`src/rtl/max_pool_stream_if.sv`:
```
// Pixel-in / pooled-out stream bundle for max_pool_stream; the master side supplies pixels.
interface max_pool_stream_if #(
  parameter int DATA_W   = 8,
  parameter int CHANNELS = 1
);
  logic                         valid_in;
  logic [CHANNELS*DATA_W-1:0]   pixel_in;
  logic [CHANNELS*DATA_W-1:0]   maxpool_out;
  logic                         valid_out_maxpool;
  logic                         frame_done;

  modport master (
    output valid_in, pixel_in,
    input  maxpool_out, valid_out_maxpool, frame_done
  );

  modport slave (
    input  valid_in, pixel_in,
    output maxpool_out, valid_out_maxpool, frame_done
  );
endinterface

```
`src/rtl/max_pool_stream.sv`:
```
// Streaming POOLxPOOL max pooling, 1 clk latency, no backpressure (input accepted whenever valid).
// MAX_POOL_SIGNED_EN selects signed per-channel compares; unsigned when undefined.
module max_pool_stream #(
  parameter int IMG_W    = 28,
  parameter int IMG_H    = 28,
  parameter int DATA_W   = 8,
  parameter int CHANNELS = 1,
  parameter int POOL     = 2
) (
  input  logic              clk,
  input  logic              rst_n,
  max_pool_stream_if.slave  bus
);
  localparam int OW  = IMG_W / POOL;
  localparam int OH  = IMG_H / POOL;
  localparam int PW  = CHANNELS * DATA_W;
  localparam int CW  = $clog2(IMG_W + 1);
  localparam int RW  = $clog2(IMG_H + 1);
  localparam int PHW = $clog2(POOL);
  localparam int BW  = (OW > 1) ? $clog2(OW) : 1;

  typedef enum logic [1:0] {IDLE, ACTIVE, DONE} state_t;

  state_t          state, state_nxt;
  logic [CW-1:0]   col_cnt;
  logic [RW-1:0]   row_cnt;
  logic [PHW-1:0]  hph, vph;
  logic [BW-1:0]   wcol;
  logic [PW-1:0]   run_max;
  logic [PW-1:0]   buffer [OW];
  logic [PW-1:0]   maxpool_q;
  logic            valid_q;
  logic            frame_done_c;

  logic            accept, last_col, last_row, in_col, in_row;
  logic            last_col_win, last_row_win, win_done;
  logic [PW-1:0]   pix_max, row_max;

  function automatic logic [PW-1:0] vmax(input logic [PW-1:0] a, input logic [PW-1:0] b);
    logic [PW-1:0] r;
    r = b;
    for (int ch = 0; ch < CHANNELS; ch++) begin
`ifdef MAX_POOL_SIGNED_EN
      if ($signed(a[ch*DATA_W +: DATA_W]) > $signed(b[ch*DATA_W +: DATA_W]))
`else
      if (a[ch*DATA_W +: DATA_W] > b[ch*DATA_W +: DATA_W])
`endif
        r[ch*DATA_W +: DATA_W] = a[ch*DATA_W +: DATA_W];
    end
    return r;
  endfunction

  assign accept       = bus.valid_in;
  assign last_col     = (col_cnt == CW'(IMG_W - 1));
  assign last_row     = (row_cnt == RW'(IMG_H - 1));
  assign in_col       = (col_cnt < CW'(OW * POOL));
  assign in_row       = (row_cnt < RW'(OH * POOL));
  assign last_col_win = (hph == PHW'(POOL - 1));
  assign last_row_win = (vph == PHW'(POOL - 1));
  assign win_done     = accept && in_col && in_row && last_col_win;

  // Window row 0 must not see stale buffer contents from the previous window row band.
  assign pix_max = (hph == '0) ? bus.pixel_in : vmax(run_max, bus.pixel_in);
  assign row_max = (vph == '0) ? pix_max : vmax(buffer[wcol], pix_max);

  always_ff @(posedge clk or negedge rst_n) begin
    if (!rst_n) begin
      col_cnt   <= '0;
      row_cnt   <= '0;
      hph       <= '0;
      vph       <= '0;
      wcol      <= '0;
      run_max   <= '0;
      maxpool_q <= '0;
      valid_q   <= 1'b0;
    end else begin
      valid_q <= win_done && last_row_win;
      if (win_done && last_row_win)
        maxpool_q <= row_max;
      if (accept) begin
        if (in_col && in_row)
          run_max <= pix_max;
        if (last_col) begin
          col_cnt <= '0;
          hph     <= '0;
          wcol    <= '0;
          if (last_row) begin
            row_cnt <= '0;
            vph     <= '0;
          end else begin
            row_cnt <= row_cnt + 1'b1;
            if (in_row)
              vph <= last_row_win ? '0 : vph + 1'b1;
          end
        end else begin
          col_cnt <= col_cnt + 1'b1;
          if (in_col) begin
            hph <= last_col_win ? '0 : hph + 1'b1;
            if (last_col_win)
              wcol <= wcol + 1'b1;
          end
        end
      end
    end
  end

  always_ff @(posedge clk) begin
    if (win_done)
      buffer[wcol] <= row_max;
  end

  always_ff @(posedge clk or negedge rst_n) begin
    if (!rst_n) state <= IDLE;
    else        state <= state_nxt;
  end

  always_comb begin
    state_nxt    = state;
    frame_done_c = 1'b0;
    unique case (state)
      IDLE:    if (accept) state_nxt = ACTIVE;
      ACTIVE:  if (accept && last_col && last_row) state_nxt = DONE;
      DONE: begin
        frame_done_c = 1'b1;
        state_nxt    = accept ? ACTIVE : IDLE;
      end
      default: state_nxt = IDLE;
    endcase
  end

  assign bus.maxpool_out       = maxpool_q;
  assign bus.valid_out_maxpool = valid_q;
  assign bus.frame_done        = frame_done_c;
endmodule

```
`src/flat_wrapper.sv`:
```
// flat-port wrapper written by rule: the top's interface ports become plain ports
module max_pool_stream_flat 
#(
  parameter int IMG_W    = 28,
  parameter int IMG_H    = 28,
  parameter int DATA_W   = 8,
  parameter int CHANNELS = 1,
  parameter int POOL     = 2
)
  (clk, rst_n, bus_valid_in, bus_pixel_in, bus_maxpool_out, bus_valid_out_maxpool, bus_frame_done);
  max_pool_stream_if #(.DATA_W(DATA_W), .CHANNELS(CHANNELS)) bus_i ();
  input  logic clk;
  input  logic rst_n;
  input wire logic [$bits(bus_i.valid_in)-1:0] bus_valid_in;
  input wire logic [$bits(bus_i.pixel_in)-1:0] bus_pixel_in;
  output wire logic [$bits(bus_i.maxpool_out)-1:0] bus_maxpool_out;
  output wire logic [$bits(bus_i.valid_out_maxpool)-1:0] bus_valid_out_maxpool;
  output wire logic [$bits(bus_i.frame_done)-1:0] bus_frame_done;
  assign bus_i.valid_in = bus_valid_in;
  assign bus_i.pixel_in = bus_pixel_in;
  assign bus_maxpool_out = bus_i.maxpool_out;
  assign bus_valid_out_maxpool = bus_i.valid_out_maxpool;
  assign bus_frame_done = bus_i.frame_done;
  max_pool_stream #(.IMG_W(IMG_W), .IMG_H(IMG_H), .DATA_W(DATA_W), .CHANNELS(CHANNELS), .POOL(POOL)) u_core (.clk(clk), .rst_n(rst_n), .bus(bus_i));
endmodule
```
`config.mk`:
```
export PLATFORM = sky130hd
export DESIGN_NAME = max_pool_stream_flat
export DESIGN_NICKNAME = d
export VERILOG_FILES = /design/src/rtl/max_pool_stream_if.sv /design/src/rtl/max_pool_stream.sv /design/src/flat_wrapper.sv
export SDC_FILE = /design/constraint.sdc
export NUM_CORES = 1
export LEC_CHECK = 0
export CORE_AREA = 5 5 116 118
export DETAILED_ROUTE_END_ITERATION = 10
export DIE_AREA = 0 0 121 123
export PLACE_DENSITY = 0.71
export SYNTH_ARGS = -nofsm -noshare
export SYNTH_HDL_FRONTEND = slang
export SYNTH_SLANG_ARGS = --single-unit
```
`constraint.sdc`:
```
create_clock -name clk -period 4 [get_ports clk]
set_clock_uncertainty 0.1 [all_clocks]
set_input_delay 0.6 -clock clk [delete_from_list [all_inputs] [get_ports clk]]
set_output_delay 0.6 -clock clk [all_outputs]
set_load 0.1 [all_outputs]
```
==> parameters.txt, run 1 <==
Parameter                              Value

Outcome
  Run status    complete, no violations

Place
  Port Buf Inserts    20
  Instance area after placement    approximately 7400 sq um
  Half-perimeter wire length after detailed placement    9.672 mm
  Inst Count DP    713
  Post-Place Worst Slack    -0.5117 ns
  Final weighted congestion of routability-driven global placement    between 0.8 and 0.9

Power
  Total power per unit cell area    795.0 nW/um^2
  Clock share of power    23.3%
  Static power due to leakage    3.200 nW
  Largest voltage drop on the vdd net    between 0.3 and 0.4 mV
  Total power    6.509 mW
  Part of the power in registers    34.9%
  Switching Share    35.44%
  Internal power    4.202 mW
  Part of the power in combinational logic    41.8%
  Sw power    2.307 mW

Worst setup path
  Sort of element at the end of the critical path    flip-flop
  CP top delay family    buffers and inverters
  Cell with the largest stage delay on the worst path    sky130_fd_sc_hd__clkdlybuf4s50_1
  Crit path buf inv count    5
  Setup CP Type    input pin to flip-flop
  Required time reported for the critical path endpoint    4.07 ns
  Largest fanout on the critical path    14
  Cell-by-cell trace of the critical path    clkdlybuf4s50_1, inv_1, ha_1, and4_1, nand2_1, o2111ai_2, and2_2, buf_12, o21a_1, ha_1, nand2_1, o21ai_0, o21ai_2, buf_6, nor2_1, nor2_4, buf_12
  Worst Path Arrival    around 3.9 ns
  Delay of the slowest cell on the worst path    roughly 0.48 ns
  Critical path launch point type    input pin

Floorplanning
  Number of I/O pins    21
  Number of standard-cell rows in the floorplan    41
  Effective utilization at floorplan    ~54%
  Die outline width    121 microns
  Die H    123 microns
  Die area    14880 sq um
  Core Footprint    roughly 12000 sq um

STA
  Worst Setup Slack, final    0.1580 ns
  Maximum frequency from static timing analysis    260.3 MHz
  Count of endpoints failing hold in the final timing report    0
  Period utilisation layout    a little over nine tenths
  Final-report setup violation count    0
  Final Hold Slack    0.3721 ns
  Time the final worst path needs with I/O delays and setup    approximately 3.8 ns
  Headroom to the max-slew limit    between 30% and 40%
  Worst-Margin Slew    a little under 1 ns
  Final Max Slew Viols    0
  Unrepaired setup endpoints after global routing    yes
  Total negative slack for setup checks    0 ns

Final layout
  Number of antenna diodes    0
  Share of the core filled with cells in the final layout    66.23%
  Final design area excluding fillers    8188 sq um
  Layout Area Growth over Synthesis    23.29%
  Post-route insts no fill    753
  Fill cells    858
  Net total in the final layout    601
  Fraction of final layout cells sized beyond drive strength 1    28.06%

Yosys
  Most frequently used flop master after synthesis    sky130_fd_sc_hd__edfxtp_1
  Fraction of registers with async set or reset after synthesis    approximately a quarter
  Leading post-synthesis cells by cell area    sky130_fd_sc_hd__edfxtp_1, sky130_fd_sc_hd__dfrtp_1, sky130_fd_sc_hd__mux2_2
  Portion of synthesized cell area occupied by the leading cell type    between 50% and 60%
  Avg Inst Size Synth    approximately 14 sq um
  Top cell types by occurrence after synthesis    sky130_fd_sc_hd__edfxtp_1, sky130_fd_sc_hd__mux2_2, sky130_fd_sc_hd__nand2_1
  Distinct cell type count after synthesis    47
  Post-synth EDFFs    ~110
  Cell count after synthesis    486
  Synthesized flop and latch total    147
  Register area share after synthesis    between 60% and 70%
  Net count after synthesis    519
  Yosys top cell by area    sky130_fd_sc_hd__edfxtp_1
  Post-synthesis instance area    6641 sq um
  Count of warnings emitted by yosys    0
  Most instantiated library cell after synthesis    sky130_fd_sc_hd__edfxtp_1

Route
  Total Routed Length    14.28 mm
  Average via count per standard cell    between 5 and 6
  DRT antenna net count    0
  First-pass iteration count of the detailed router    5
  Number of violations reported at the end of detailed-routing iteration 0    433
  Routed length per instance    18.96 microns
  DRC viols    0
  Routed vias    ~4300

GRT
  Largest net degree at the start of global routing    23
  Overall fraction of global-route tracks in use    20.01%
  Global route overflow    0
  First-pass GRT wire length    22.37 mm
  Antenna violations before repair    0
  Via count of the first global-routing pass    4314

CTS
  Buffer levels on the longest clock path    2
  Clock sink count    ~150
  Clock transition at the registers of the reported paths    0.05 ns
  Insertion delay to the later sink of the worst-skew pair    0.42 ns
  Clock tree from TritonCTS    built
  CTS Root Cell    sky130_fd_sc_hd__clkbuf_16
  Number of buffers added by the clock tree synthesis step    17
  Level count of the clock H-tree    4

Job
  Reported max-cap violation count    0

Min path
  Worst min-delay path class    flip-flop to flip-flop
-- per-layer routing --
metal	wire [microns]	global-route usage [%]
met5	0	0
met4	197	7.295
met3	737	4.849
met2	7071	32.09
met1	6269	26.78
-- final timing paths --
| kind | start | to | slack [ns] | depth (start not counted) |
|---|---|---|---|---|
| setup / recovery | bus_pixel_in[7] | u_core.buffer[12][5] | 0.16 | 17 |
| hold / removal | u_core.bus.maxpool_out[3] | u_core.bus.maxpool_out[3] | 0.37 | 2 |
| setup reg to reg | u_core.wcol[0] | u_core.buffer[13][1] | 0.19 | 13 |
| hold reg to reg | u_core.bus.maxpool_out[3] | u_core.bus.maxpool_out[3] | 0.37 | 2 |
| max in group asynchronous | rst_n | u_core.wcol[0] | 2.55 | 2 |
| min in group asynchronous | rst_n | u_core.run_max[4] | 0.49 | 1 |
-- placed cells by master, fill, tap and decap left out, types with 6 or more instances in the layout --
cell type                         count
sky130_fd_sc_hd__nand2_1             41
sky130_fd_sc_hd__buf_4               53
sky130_fd_sc_hd__o22a_2               6
sky130_fd_sc_hd__nor2_4               7
sky130_fd_sc_hd__o21ai_0             15
sky130_fd_sc_hd__dfrtp_1             34
sky130_fd_sc_hd__a22oi_1              7
sky130_fd_sc_hd__nor2_1              27
sky130_fd_sc_hd__mux2i_1             17
sky130_fd_sc_hd__clkdlybuf4s50_1     20
sky130_fd_sc_hd__nand3_1             21
sky130_fd_sc_hd__o21a_1               9
sky130_fd_sc_hd__o31ai_1              8
sky130_fd_sc_hd__inv_1               19
sky130_fd_sc_hd__nor3_1               8
sky130_fd_sc_hd__ha_1                22
sky130_fd_sc_hd__a222oi_1             7
sky130_fd_sc_hd__clkbuf_16           17
sky130_fd_sc_hd__buf_12               8
sky130_fd_sc_hd__clkinv_2             6
sky130_fd_sc_hd__edfxtp_1           112
sky130_fd_sc_hd__mux2_2              41
-- sequential cells by signal, indices dropped and copies added (netlist names) --
| name | flops |
|---|---|
| u_core.bus.valid_out_maxpool | 1 |
| u_core.col_cnt | 5 |
| u_core.hph | 1 |
| u_core.wcol | 4 |
| u_core.state | 2 |
| u_core.bus.maxpool_out | 8 |
| u_core.last_row_win | 1 |
| u_core.row_cnt | 5 |
| u_core.run_max | 8 |
| u_core.buffer | 112 |
-- cell type report --
type / count / area, sq um / share of cell area [%]
clock inverter: 14 / 135.1 / 1.650
clock buffer: 18 / 429.2 / 5.241
inverter: 20 / 75.07 / 0.9169
timing repair buffer: 83 / 780.7 / 9.535
tap: 172 / 215.2 / 2.628
sequential: 147 / 4240 / 51.79
multi-input combinational: 299 / 2312 / 28.24
-- kinds of logic after synthesis --
logic type | share of synthesized area, %
flops | 63.83
simple gates | 9.175
compound gates | 9.834
mux | 9.514
buf+inv | 2.976
fa+ha+maj | 4.145
xor+xnor | 0.5276
-- power groups by stage --
stage | Clock [mW] | Sequential [mW] | Combinational, mW
2_1_floorplan | 0 | 2.37 | 1.40
3_3_place_gp | 0 | 2.30 | 2.25
3_5_place_dp | 0 | 2.31 | 2.32
4_1_cts | 1.54 | 2.28 | 2.37
5_1_grt | 1.61 | 2.30 | 2.93
6_report | 1.52 | 2.27 | 2.72
-- timing repair --
item	4_1_cts	5_1_grt
hold buffers	0	0
buffers inserted	0	8
setup endpoints to repair	70	118
resized for setup	5	14
pin swaps	0	12
-- worst reg2reg max path, delay by kind of cell (launching register included) --
kind	cells	cell delay, ns
AO/OA/AOI/OAI	5	1.06
AND/OR/NAND/NOR	3	0.40
adder cells (fa/ha/maj)	1	0.33
flip-flops	1	0.67
multiplexers	1	0.36
buffers and inverters	3	0.61
No activity file was read; power rests on OpenSTA's default activity.
==> run 2, diff against run 1 <==
- MAX_ROUTING_LAYER: default -> met4
==> run 2 against run 1 <==
Cell area unchanged. Die area unchanged. Setup slack got worse by 0.015 ns. Clock power about the same. Sequential cell count unchanged. Core utilization unchanged. First-iteration DRC count increased by 0.23%. Count of clock-buffer cells in the layout unchanged. Combinational power about the same. Fmax decreased by 0.39%. Largest power group unchanged. Wire length increased by 0.43%.
==> parameters.txt, run 2 (synthesis gave the netlist of run 1 again) <==
Parameter                              Value

Outcome
  Run status    complete, no violations

Min path
  Hold Path Sink    u_core.bus.maxpool_out[3]
  Startpoint of the tightest hold check path    u_core.bus.maxpool_out[3]
  Instance count along the most critical hold path    2 (unchanged)
  Worst min-delay path class    flip-flop to flip-flop

Final layout
  Final design area excluding fillers    8188 sq um (unchanged)
  Largest register by flop count    u_core.buffer
  Fill cells    858 (unchanged)
  Most common cell after layout, fill and taps aside    sky130_fd_sc_hd__edfxtp_1
  Flip-flop count of the largest register after layout    112 (unchanged)
  Net total in the final layout    601 (unchanged)
  Number of antenna diodes    0 (unchanged)
  Fraction of final layout cells sized beyond drive strength 1    28.06% (unchanged)
  Share of the core filled with cells in the final layout    66.23% (unchanged)
  Most used cells in the layout excluding fill and tap cells    sky130_fd_sc_hd__edfxtp_1, sky130_fd_sc_hd__buf_4, sky130_fd_sc_hd__mux2_2, sky130_fd_sc_hd__nand2_1, sky130_fd_sc_hd__dfrtp_1
  Layout Area Growth over Synthesis    23.29% (unchanged)

Worst setup path
  Cell with the largest stage delay on the worst path    sky130_fd_sc_hd__clkdlybuf4s50_1
  Cell-by-cell trace of the critical path    clkdlybuf4s50_1, inv_1, ha_1, and4_1, nand2_1, o2111ai_2, and2_2, buf_12, o21a_1, ha_1, nand2_1, o21ai_0, o21ai_2, buf_6, o211a_4, buf_4, o31ai_1
  Critical R2R Capture    u_core.bus.maxpool_out[6]
  Required time reported for the critical path endpoint    4.20 ns (+0.13 ns)
  Setup CP Type    input pin to flip-flop
  Crit path buf inv count    5 (unchanged)
  Reg-to-Reg Start    u_core.wcol[0]
  Critical path launch point type    input pin
  Slack of the worst reg-to-reg path    0.20 ns (about the same)
  Delay of the slowest cell on the worst path    0.48 ns (about the same)
  Largest fanout on the critical path    8 (-6)
  Worst Path Arrival    4.06 ns (+0.15 ns)
  Worst reg-to-reg path cell count    13 (unchanged)
  CP top delay family    compound AO/OA/AOI/OAI gates
  Sort of element at the end of the critical path    flip-flop

GRT
  Overall fraction of global-route tracks in use    20.61% (+0.60 points)
  Largest net degree at the start of global routing    23 (unchanged)
  Via count of the first global-routing pass    4317 (+0.070%)
  Antenna violations before repair    0 (unchanged)
  Global route overflow    0 (unchanged)
  First-pass GRT wire length    22.39 mm (about the same)

Route
  DRT antenna net count    0 (unchanged)
  First-pass iteration count of the detailed router    5 (unchanged)
  Routed length per instance    19.04 microns (+0.43%)
  Total Routed Length    14.34 mm (+0.43%)
  Topmost layer with routed signal wires    met4
  Metal1 wirelength    6.338 mm (+1.1%)
  Met2 routed WL    7.081 mm (+0.14%)
  Routed vias    4275 (+0.56%)
  Routed wl met3    714 microns (-3.1%)
  Average via count per standard cell    5.677 (+0.56%)
  Number of violations reported at the end of detailed-routing iteration 0    434 (+0.23%)
  DRC viols    0 (unchanged)

CTS
  CTS Root Cell    sky130_fd_sc_hd__clkbuf_16
  Insertion delay to the later sink of the worst-skew pair    0.42 ns (about the same)
  Clock transition at the registers of the reported paths    0.06 ns (about the same)
  Clock tree from TritonCTS    built
  Level count of the clock H-tree    4 (unchanged)
  Buffer levels on the longest clock path    2 (unchanged)
  Clock sink count    147 (unchanged)
  Number of buffers added by the clock tree synthesis step    17 (unchanged)

Power
  Part of the power in combinational logic    41.8% (about the same)
  Largest voltage drop on the vdd net    0.3824 mV (+0.30%)
  Static power due to leakage    3.200 nW (unchanged)
  Sw power    2.317 mW (+0.42%)
  Total power per unit cell area    796.2 nW/um^2 (+0.15%)
  Total power    6.519 mW (+0.15%)
  Switching Share    35.54% (+0.096 points)
  Internal power    4.202 mW (about the same)
  Clock share of power    23.3% (about the same)
  Part of the power in registers    34.9% (about the same)

STA
  Count of endpoints failing hold in the final timing report    0 (unchanged)
  Worst-Margin Slew    0.9940 ns (-0.000002742 ns)
  Unrepaired setup endpoints after global routing    yes
  Final Hold Slack    0.3721 ns (+0.000004000 ns)
  Headroom to the max-slew limit    33.53% (about the same)
  Time the final worst path needs with I/O delays and setup    3.857 ns (+0.01492 ns)
  Final Max Slew Viols    0 (unchanged)
  Maximum frequency from static timing analysis    259.3 MHz (-0.39%)
  Final-report setup violation count    0 (unchanged)
  Period utilisation layout    96.42% (+0.37 points)

Floorplanning
  Effective utilization at floorplan    53.72% (unchanged)
  Number of I/O pins    21 (unchanged)
  Number of standard-cell rows in the floorplan    41 (unchanged)
  Die outline width    121 microns (unchanged)
  Core Footprint    12360 sq um (unchanged)
  Die H    123 microns (unchanged)
  Die area    14880 sq um (unchanged)

Place
  Final weighted congestion of routability-driven global placement    0.8868 (+1.7%)
  Instance area after placement    7378 sq um (unchanged)
  Port Buf Inserts    20 (unchanged)
  Half-perimeter wire length after detailed placement    9.672 mm (unchanged)

Job
  Reported max-cap violation count    0 (unchanged)
## run 2: cell counts in the layout (fill, tap and decap cells not counted)
Identical to the previous run, type by type.
## run 2: layout make-up
cell class | count | area, sq um | area share, %
multi-input combinational | 299 | 2312 | 28.24
clock inverter | 14 | 135.1 | 1.650
inverter | 20 | 75.07 | 0.9169
timing repair buffer | 83 | 780.7 | 9.535
tap | 172 | 215.2 | 2.628
clock buffer | 18 | 429.2 | 5.241
sequential | 147 | 4240 | 51.79
## run 2: metal layers
metal	GRT usage, %	vias to the layer above
met4	7.295	0
li1	-	2007
met1	26.78	2126
met2	32.13	125
met3	4.849	17
met5	-	-
## run 2: metrics by stage
stage / setup TNS [ns] / instances / setup WS, ns
2_1_floorplan: 0 / 486 / 0.03649
3_3_place_gp: -35.43 / 713 / -0.3889
3_5_place_dp: -48.07 / 713 / -0.5117
4_1_cts: 0 / 745 / 0.0007052
5_1_grt: -1.102 / 753 / -0.04458
6_report: 0 / 753 / 0.1431
## run 2: worst max path at each step
stage,start,cells past startpoint,slack [ns],endpoint
floorplan,bus_pixel_in[7],17,0.04,u_core.buffer[0][1]
global placement,bus_pixel_in[1],17,-0.39,u_core.buffer[1][4]
global route,bus_pixel_in[1],17,-0.04,u_core.bus.maxpool_out[6]
finish,bus_pixel_in[7],17,0.14,u_core.bus.maxpool_out[6]
CTS,bus_pixel_in[1],16,0.0007,u_core.buffer[3][6]
detailed placement,bus_pixel_in[1],16,-0.51,u_core.buffer[3][4]
## run 2: power groups by stage
stage,clock [mW],sequential [mW],combinational (mW)
finish,1.52,2.27,2.73
global route,1.61,2.30,2.93
CTS,1.54,2.28,2.37
detailed placement,0,2.31,2.32
global placement,0,2.30,2.25
floorplan,0,2.37,1.40
## run 2: what timing repair did
item / 4_1_cts / 5_1_grt
endpoints found under the hold margin: 0 / 0
gates resized for setup: 5 / 14
pin swaps: 0 / 12
buffers inserted: 0 / 8
setup endpoints to repair: 70 / 118
gates cloned: 0 / 0
hold buffers: 0 / 0
## run 2: worst register-to-register path: cells and delay by family, from the launching register on
kind / cells / cell delay (ns)
compound gates: 5 / 1.16
fa+ha+maj: 1 / 0.33
buf+inv: 3 / 0.62
flops: 1 / 0.67
mux: 1 / 0.36
simple gates: 3 / 0.42
==> run 3, diff against run 2 <==
- CORE_AREA: 5 5 116 118 -> 5 5 108 110
- DIE_AREA: 0 0 121 123 -> 0 0 113 115
- PLACE_DENSITY: 0.71 -> 0.78
- RECOVER_POWER: default -> 100
- clock period: 4 -> 4.6 ns (I/O delays scaled with it)
==> run 3 against run 2 <==
Clock power is 13% lower. Cell count is 6.9% lower. Critical endpoint is now u_core.buffer[7][6]. Setup slack better by 0.23 ns. First-iteration DRC count stayed put. Critical path type unchanged. Hold slack worse by 0.0031 ns. Count of clock-buffer cells in the layout stayed put. Largest power group is now sequential cells.
==> parameters.txt, run 3 (synthesis gave the netlist of run 1 again) <==
Parameter                              Value

CTS
  Quantity of hold-fixing buffers added after cts    0 (unchanged)
  Setup fix buffers added after clock tree synthesis    0 (unchanged)
  CTS Root Cell    sky130_fd_sc_hd__clkbuf_8
  Clock tree from TritonCTS    built
  Post-cts resize count    0 (-5)
  Insertion delay to the later sink of the worst-skew pair    0.53 ns (+0.11 ns)
  Clock sink count    147 (unchanged)
  Level count of the clock H-tree    4 (unchanged)
  Clock transition at the registers of the reported paths    0.06 ns (about the same)
  Number of buffers added by the clock tree synthesis step    17 (unchanged)
  Buffer levels on the longest clock path    2 (unchanged)

GRT
  Largest net degree at the start of global routing    27 (+17%)
  Overall fraction of global-route tracks in use    24.74% (+4.1 points)
  First-pass GRT wire length    23.42 mm (+4.6%)
  Via count of the first global-routing pass    4349 (+0.74%)
  Antenna violations before repair    0 (unchanged)
  Global route overflow    0 (unchanged)

Power
  Sw power    1.958 mW (-15%)
  Total power per unit cell area    680.7 nW/um^2 (-15%)
  Part of the power in registers    37.6% (+2.7 points)
  Part of the power in combinational logic    37.4% (-4.4 points)
  Static power due to leakage    3.056 nW (-4.5%)
  Internal power    3.345 mW (-20%)
  Largest voltage drop on the vdd net    0.3442 mV (-10%)
  Clock share of power    25.0% (+1.7 points)
  Switching Share    36.92% (+1.4 points)

Worst setup path
  Largest fanout on the critical path    14 (+6)
  Critical path launch point type    input pin
  Crit path buf inv count    4 (-1)
  Delay of the slowest cell on the worst path    0.60 ns (+0.12 ns)
  Required time reported for the critical path endpoint    4.72 ns (+0.52 ns)
  Worst Path Arrival    4.35 ns (+0.29 ns)
  Setup CP Type    input pin to flip-flop
  CP top delay family    compound AO/OA/AOI/OAI gates
  Startpoint of the most critical setup path    bus_pixel_in[1]
  Cell with the largest stage delay on the worst path    sky130_fd_sc_hd__nor2_2
  Cell-by-cell trace of the critical path    clkdlybuf4s50_1, inv_1, ha_1, nor2b_1, o211a_1, o2111ai_1, buf_4, nand3_1, o21a_1, ha_1, a21oi_1, o21ai_0, o21ai_1, buf_4, o211a_1, nor2_2
  Reg-to-Reg Start    u_core.wcol[0]
  Sort of element at the end of the critical path    flip-flop

Outcome
  Run status    complete, no violations

STA
  Final Max Slew Viols    0 (unchanged)
  Period utilisation layout    between 90% and 100%
  Maximum frequency from static timing analysis    236.5 MHz
  Final-report setup violation count    0 (unchanged)
  Worst-Margin Slew    1.477 ns (+0.4831 ns)
  Count of endpoints failing hold in the final timing report    0 (unchanged)
  Headroom to the max-slew limit    1.532% (-32 points)
  Final Hold Slack    0.3691 ns (-0.003079 ns)
  Time the final worst path needs with I/O delays and setup    4.228 ns
  Unrepaired setup endpoints after global routing    no
  Total negative slack for setup checks    0 ns (unchanged)

Route
  DRT antenna net count    0 (unchanged)
  Total Routed Length    14.54 mm (+1.4%)
  Number of violations reported at the end of detailed-routing iteration 0    434 (unchanged)
  DRC viols    0 (unchanged)
  Routed length per instance    20.75 microns (+9.0%)
  Average via count per standard cell    6.087 (+7.2%)
  Routed vias    4267 (-0.19%)
  First-pass iteration count of the detailed router    5 (unchanged)

Floorplanning
  Die H    115 microns (-6.5%)
  Effective utilization at floorplan    62.64% (+8.9 points)
  Number of I/O pins    21 (unchanged)
  Die outline width    113 microns (-6.6%)
  Core Footprint    10600 sq um (-14%)
  Number of standard-cell rows in the floorplan    38 (-7.3%)
  Die area    13000 sq um (-13%)

Min path
  Startpoint of the tightest hold check path    u_core.bus.maxpool_out[3]
  Worst min-delay path class    flip-flop to flip-flop

Final layout
  Most common cell after layout, fill and taps aside    sky130_fd_sc_hd__edfxtp_1
  Most used cells in the layout excluding fill and tap cells    sky130_fd_sc_hd__edfxtp_1, sky130_fd_sc_hd__mux2_2, sky130_fd_sc_hd__nand2_1
  Layout Area Growth over Synthesis    17.29%
  Number of antenna diodes    0 (unchanged)
  Register area    4240 sq um (unchanged)
  Footprint of the multi-input gates    2216 sq um (-4.2%)
  Fill cells    675 (-21%)
  Net total in the final layout    581 (-3.3%)
  Largest register by flop count    u_core.buffer
  Final design area excluding fillers    7790 sq um (-4.9%)
  Fraction of final layout cells sized beyond drive strength 1    22.46% (-5.6 points)
  Flip-flop count of the largest register after layout    112 (unchanged)

Place
  Instance area after placement    7231 sq um (-2.0%)
  Port Buf Inserts    20 (unchanged)
  Half-perimeter wire length after detailed placement    9.633 mm (-0.40%)
  Final weighted congestion of routability-driven global placement    0.8872 (about the same)

Job
  Reported max-cap violation count    0 (unchanged)
-- run 3: changes by cell type in the layout (fill, tap and decap cells not counted), moves of 5 or more --
cell | previous run | this run
sky130_fd_sc_hd__clkinv_2 | 6 | 1
sky130_fd_sc_hd__dlygate4sd3_1 | 0 | 12
sky130_fd_sc_hd__nor2_4 | 7 | 0
sky130_fd_sc_hd__clkbuf_4 | 0 | 6
sky130_fd_sc_hd__o211a_1 | 5 | 10
sky130_fd_sc_hd__nor2_2 | 0 | 7
sky130_fd_sc_hd__clkdlybuf4s50_1 | 20 | 8
sky130_fd_sc_hd__o211a_4 | 5 | 0
sky130_fd_sc_hd__buf_4 | 53 | 29
sky130_fd_sc_hd__buf_12 | 8 | 1
sky130_fd_sc_hd__clkbuf_1 | 1 | 8
-- run 3: metal layers --
metal / up-vias / global-route usage [%] / wire length, microns / share of wire, %
li1: 1960 / - / - / -
met1: 2122 / 32.79 / 6049 / 42
met2: 155 / 38.59 / 7227 / 50
met3: 30 / 5.263 / 923 / 6.3
met4: 0 / 8.253 / 344 / 2.4
met5: - / - / 0 / 0
-- run 3: cell type report --
class,count,share of cell area [%]
Tap cell,140,2.249
Inverter,20,0.9637
Multi-Input combinational cell,299,28.45
Clock buffer,18,5.365
Sequential cell,147,54.43
Timing Repair Buffer,63,6.537
Clock inverter,14,2.008
-- run 3: metrics by stage --
stage	total power [mW]	setup WS (ns)	util, %	std cells
after floorplan	3.266	0.3993	-	486
after global placement	3.865	-0.1868	68.20	669
after detailed placement	3.955	-0.3509	68.20	669
after CTS	5.312	0.06478	73.61	701
after global routing	5.571	0.09746	73.47	701
final	5.303	0.3724	73.47	701
-- run 3: power by group through the flow --
| stage | sequential (mW) | clock, mW | combinational [mW] |
|---|---|---|---|
| floorplan | 2.07 | 0 | 1.20 |
| finish | 1.99 | 1.33 | 1.98 |
| CTS | 2.00 | 1.34 | 1.97 |
| global placement | 2.01 | 0 | 1.85 |
| detailed placement | 2.02 | 0 | 1.93 |
| global route | 2.02 | 1.40 | 2.15 |
-- run 3: worst min-delay path, stage by stage, from the launching register on --
cell and delay, ns:
sky130_fd_sc_hd__dfrtp_1 0.33, sky130_fd_sc_hd__nand2_1 0.05, sky130_fd_sc_hd__o31ai_1 0.05
-- run 3: worst paths after layout --
check | end | slack [ns] | cells after the start
worst min register to register | u_core.bus.maxpool_out[3] | 0.37 | 2
worst max register to register | u_core.buffer[7][6] | 0.39 | 12
worst max-delay path | u_core.buffer[7][6] | 0.37 | 16
max in group asynchronous | u_core.wcol[0] | 2.16 | 2
worst min-delay path | u_core.bus.maxpool_out[3] | 0.37 | 2
min in group asynchronous | u_core.run_max[0] | 0.43 | 1
